$ cat config.mk
export PLATFORM = sky130hd
export DESIGN_NAME = alert_responder
export DESIGN_NICKNAME = d
export VERILOG_FILES = /design/src/rtl/alert_responder.sv
export SDC_FILE = /design/constraint.sdc
export NUM_CORES = 1
export LEC_CHECK = 0
export CORE_MARGIN = 1.5
export CORE_UTILIZATION = 40
export DETAILED_ROUTE_END_ITERATION = 10
export GPL_ROUTABILITY_DRIVEN = 0
export PLACE_DENSITY = 0.61
export SKIP_LAST_GASP = 1
export SYNTH_ARGS = -nofsm -noshare
export SYNTH_HDL_FRONTEND = slang
export SYNTH_SLANG_ARGS = --single-unit
export TNS_END_PERCENT = 5
$ cat constraint.sdc
create_clock -name clk -period 4.1 [get_ports clk]
set_clock_uncertainty 0.2 [all_clocks]
set_input_delay 1.025 -clock clk [delete_from_list [all_inputs] [get_ports clk]]
set_output_delay 1.025 -clock clk [all_outputs]
set_load 0.05 [all_outputs]
$ cat src/rtl/alert_responder.sv
// alert_responder: trading circuit-breaker FSM plus a timestamped alert-edge event FIFO.
// Define ALERT_RESP_AUTO_RESUME_EN to let a long-quiet HALT exit to COOLDOWN without an ack.
module alert_responder #(
  parameter int         FIFO_DEPTH   = 4,
  parameter int         PERSIST_CYC  = 4,
  parameter int         COOLDOWN_CYC = 16,
  parameter logic [7:0] CRIT_MASK    = 8'h80
`ifdef ALERT_RESP_AUTO_RESUME_EN
  ,
  parameter int         AUTO_RESUME_CYC = 64
`endif
) (
  input  logic        clk,
  input  logic        rst,
  input  logic [7:0]  alert_bitmap,
  input  logic        ack,
  input  logic        evt_ready,
  output logic        evt_valid,
  output logic [23:0] evt_data,
  output logic [7:0]  evt_overflow,
  output logic [7:0]  alert_sticky,
  output logic        trading_halt,
  output logic [1:0]  resp_state
);

  typedef enum logic [1:0] {
    ST_NORMAL = 2'b00,
    ST_WATCH  = 2'b01,
    ST_HALT   = 2'b10,
    ST_COOL   = 2'b11
  } state_t;

  localparam int PTR_W = $clog2(FIFO_DEPTH);
  localparam int CNT_W = 16;
  localparam logic [PTR_W:0]   DEPTH_C     = (PTR_W + 1)'(FIFO_DEPTH);
  localparam logic [CNT_W-1:0] PERSIST_LIM = CNT_W'(PERSIST_CYC);
  localparam logic [CNT_W-1:0] COOL_LIM    = CNT_W'(COOLDOWN_CYC);
`ifdef ALERT_RESP_AUTO_RESUME_EN
  localparam logic [CNT_W-1:0] AUTO_LIM    = CNT_W'(AUTO_RESUME_CYC);
`endif

  function automatic logic [7:0] sat_inc8(input logic [7:0] v);
    return (v == 8'hFF) ? v : v + 8'd1;
  endfunction

  state_t           state, state_nx;
  logic [CNT_W-1:0] cnt, cnt_nx, cnt_inc;
  logic             any, crit, ack_ok;
  logic [15:0]      ts;
  logic [7:0]       prev_bitmap;

  logic [7:0]       edge_p0;
  logic             vld_p0;
  logic [23:0]      evt_p0;

  logic [23:0]      mem [FIFO_DEPTH];
  logic [PTR_W-1:0] wr_ptr, rd_ptr, rd_ptr_nx;
  logic [PTR_W:0]   fcnt, fcnt_nx;
  logic             pop, push, drop, full;
  logic [23:0]      head_nx;

  // Stage p0: classify the sampled bitmap and form the candidate event
  assign any     = |alert_bitmap;
  assign crit    = |(alert_bitmap & CRIT_MASK);
  assign cnt_inc = cnt + 1'b1;
  assign edge_p0 = alert_bitmap & ~prev_bitmap;
  assign vld_p0  = |edge_p0;
  assign evt_p0  = {ts, edge_p0};

  always_comb begin
    state_nx = state;
    cnt_nx   = cnt;
    ack_ok   = 1'b0;
    case (state)
      ST_NORMAL: begin
        if (crit) begin
          state_nx = ST_HALT;
          cnt_nx   = '0;
        end else if (any) begin
          state_nx = ST_WATCH;
          cnt_nx   = CNT_W'(1);
        end
      end
      ST_WATCH: begin
        if (crit) begin
          state_nx = ST_HALT;
          cnt_nx   = '0;
        end else if (!any) begin
          state_nx = ST_NORMAL;
          cnt_nx   = '0;
        end else if (cnt_inc == PERSIST_LIM) begin
          state_nx = ST_HALT;
          cnt_nx   = '0;
        end else begin
          cnt_nx   = cnt_inc;
        end
      end
      ST_HALT: begin
        // An ack is honoured only once the bitmap has gone quiet
        if (ack && !any) begin
          state_nx = ST_COOL;
          cnt_nx   = '0;
          ack_ok   = 1'b1;
        end
`ifdef ALERT_RESP_AUTO_RESUME_EN
        else if (any) begin
          cnt_nx   = '0;
        end else if (cnt_inc == AUTO_LIM) begin
          state_nx = ST_COOL;
          cnt_nx   = '0;
        end else begin
          cnt_nx   = cnt_inc;
        end
`endif
      end
      ST_COOL: begin
        if (crit) begin
          state_nx = ST_HALT;
          cnt_nx   = '0;
        end else if (any) begin
          cnt_nx   = '0;
        end else if (cnt_inc == COOL_LIM) begin
          state_nx = ST_NORMAL;
          cnt_nx   = '0;
        end else begin
          cnt_nx   = cnt_inc;
        end
      end
      default: begin
        state_nx = ST_NORMAL;
        cnt_nx   = '0;
      end
    endcase
  end

  always_comb begin
    pop       = evt_valid & evt_ready;
    full      = (fcnt == DEPTH_C);
    push      = vld_p0 & (~full | pop);
    drop      = vld_p0 & full & ~pop;
    rd_ptr_nx = pop ? rd_ptr + 1'b1 : rd_ptr;
    fcnt_nx   = fcnt + {{PTR_W{1'b0}}, push} - {{PTR_W{1'b0}}, pop};
    // Head after this edge: the new entry if it lands at the next read slot
    head_nx   = (push && (wr_ptr == rd_ptr_nx)) ? evt_p0 : mem[rd_ptr_nx];
  end

  // Stage p1: registered responder state and outputs
  always_ff @(posedge clk) begin
    if (rst) begin
      state        <= ST_NORMAL;
      cnt          <= '0;
      trading_halt <= 1'b0;
      alert_sticky <= 8'h00;
      ts           <= 16'h0000;
      prev_bitmap  <= 8'h00;
    end else begin
      state        <= state_nx;
      cnt          <= cnt_nx;
      trading_halt <= (state_nx == ST_HALT);
      alert_sticky <= ack_ok ? alert_bitmap : (alert_sticky | alert_bitmap);
      ts           <= ts + 16'd1;
      prev_bitmap  <= alert_bitmap;
    end
  end

  assign resp_state = state;

  always_ff @(posedge clk) begin
    if (push) mem[wr_ptr] <= evt_p0;
  end

  always_ff @(posedge clk) begin
    if (rst) begin
      wr_ptr       <= '0;
      rd_ptr       <= '0;
      fcnt         <= '0;
      evt_valid    <= 1'b0;
      evt_data     <= 24'h000000;
      evt_overflow <= 8'h00;
    end else begin
      if (push) wr_ptr <= wr_ptr + 1'b1;
      rd_ptr    <= rd_ptr_nx;
      fcnt      <= fcnt_nx;
      evt_valid <= (fcnt_nx != '0);
      evt_data  <= head_nx;
      if (drop) evt_overflow <= sat_inc8(evt_overflow);
    end
  end

endmodule

==> metrics <==
top-count cell post-synth=edfxtp_1; synth unique cells=53; first-pass iteration count of the detailed router=5; total gr overflow=0; Slowest-stage cell, CP=or4_1; n_diodes=0; Initial Util=0.4122; crit-path cells=clkdlybuf4s50_1 -> nor2b_1 -> or4_1 -> nor2_1 -> nor2b_1 -> inv_1 -> ha_1 -> inv_1 -> ha_1 -> inv_1 -> fa_1 -> xor2_1 -> xnor2_1 -> a31oi_1; normalized max-slew margin=0.2487; H-Tree Level Count=4; layout cells sized above 1=0.1349; RSZ-0062 raised after global routing=false; fraction of registers with async set/reset=0; worst reg-to-reg path cell count=9; DRC viols=0; Mapped Area=0.007506 sq mm; CTS sink count=187; dominant synthesized flop cell=edfxtp_1; critical path startpoint category=input port; clock tree buffer depth=2; slowest stage delay, CP=0.53 ns; grt met1 use=0.2146; post-CTS repair timing setup buffer count=0; Worst setup endpoint=evt_valid; Final WS setup=0.4826 ns; met2 usage in global routing=0.2668; Routed WL=15130 um; final hold viol count=0; antenna violations before repair=0; Worst path most repeated cell=inv_1; worst hold-check path type=flip-flop to flip-flop; later-pin clock latency in the skew report=0.43 ns; grt met3 use=0.03419; crit path from=alert_bitmap[4]; # nets final=691; routed vias=4771; Post-Place Setup Slack=0.006772 ns; Worst path depth=14; hold depth=1; Max Cap Violations=0; Post-synth EDFFs=96; crit path max fanout=3; #FFs+latches synth=187; leakage=3.280 nW; Post-Syn Instances=602; drt wl/cell=16.61 um; antenna viol nets, final=0; Placed Cells=879; Reg clk slew, reported paths=0.07 ns; Worst-Margin Slew=1.127 ns; pin count of the biggest net entering global routing=51; RR Startpoint=cnt[0]; sequential-to-total area share from yosys stat=0.6268; final period utilization=0.8823; DRT iter0 DRCs=307; post-synth top area cell=edfxtp_1; # resized after CTS=0; WP data required=4.20 ns; CP top delay family=simple AND/OR/NAND/NOR gates; Synth top cells by count=edfxtp_1, dfxtp_1, nand2_1; Tmin final=3.617 ns; Row Count=49; CTS tree=yes; Port Buf Inserts=55; Non-Filler Instances=911; crit end category=flip-flop; Crit path arrival time=3.71 ns; die area=0.01960 sq mm; synth warn=0; status=completed; Power Dens Cells=693.0 mW/mm^2; Vias/cell=5.237; Layout Utilization=0.4954; Total GRT Usage=0.1614; post-route setup TNS=0 ns; die width=140.0 um; dpl hpwl=9619 um; CP Class=input port to flip-flop; Mapped Avg Cell Area=12.47 sq um; Achievable Freq=276.4 MHz; P&R area growth vs syn=20.19%; Reg-to-Reg End=trading_halt; top cell type's share of synthesized area=0.3841; total core area=0.01821 sq mm; final setup vio count=0; syn nets=624; Die H=140.0 um; vias in the first global route=4709; top cells by area, synth=edfxtp_1, dfxtp_1, mux4_2, nand2_1, a21oi_1; first-pass GRT wire length=24430 um; gr busiest metal=met2; R2R Setup Slk=1.06 ns; CTS buffer count=17; io pins=56; CTS Root Cell=clkbuf_16; # hold bufs at CTS=0; Slew Limit Fails=0; Peak supply drop=395.9 uV; Min Hold Slack=0.2598 ns; WP buf/inv=4
-- registers in the layout (all words and copies together) (netlist names) --
register and flops:
evt_valid 1, cnt 16, evt_data 24, rd_ptr 2, prev_bitmap 8, resp_state 2
evt_overflow 8, trading_halt 1, mem 96, wr_ptr 2, ts 16, alert_sticky 8
fcnt 3
-- where the power goes --
part	internal (mW)	switching [mW]	leakage (nW)
clock network	0.810	0.761	0.275
logic	0.783	1.28	1.34
registers	2.48	0.143	1.67
total	4.07	2.18	3.28
-- how the worst min path moves through the flow --
stage | from | end
2_1_floorplan | cnt[14] | cnt[14]
3_3_place_gp | alert_sticky[4] | alert_sticky[4]
3_5_place_dp | alert_sticky[2] | alert_sticky[2]
4_1_cts | alert_sticky[0] | alert_sticky[0]
5_1_grt | alert_sticky[7] | alert_sticky[7]
6_report | alert_sticky[2] | alert_sticky[2]
-- layer usage --
layer,share of wire,wire length (um)
met3,0.040,603
met1,0.47,7083
met2,0.48,7278
met5,0,0
met4,0.011,169
-- kinds of logic (layout without fill, tap and decap cells) --
group,after synthesis,count (layout),synth area share
compound gates,80,80,0.06684
buf+inv,45,125,0.02467
flops,187,187,0.6268
fa+ha+maj,10,10,0.01767
xor+xnor,34,34,0.03967
simple gates,218,218,0.1470
mux,28,28,0.07735
-- through the flow --
stage / instance area (sq um) / power, mW
6_report: 9021 / 6.251
5_1_grt: 9021 / 6.589
4_1_cts: 9021 / 6.340
3_5_place_dp: 8444 / 4.766
3_3_place_gp: 8444 / 4.722
2_1_floorplan: 7506 / 4.046
-- cell type report --
| cell class | count | area, sq um |
|---|---|---|
| repair buffers | 81 | 765.7 |
| clock buffers | 17 | 425.4 |
| multi-input cells | 370 | 2643 |
| flip-flops and latches | 187 | 4705 |
| inverters | 12 | 45.04 |
| fillers | 1595 | 9188 |
| clock inverters | 15 | 151.4 |
| well taps | 229 | 286.5 |
-- layout by cell type, fill, tap and decap left out, drive strengths merged, types with 10 or more instances in the layout --
cell type      count
nand3             23
nand2             64
buf               27
clkdlybuf4s50     54
nor2b             21
dfxtp             91
inv               19
nand4             10
nor2              49
mux4              24
xor2              22
a21oi             40
clkbuf            17
and3              10
edfxtp            96
xnor2             12
Note: power is estimated with default switching activity, not from simulation.
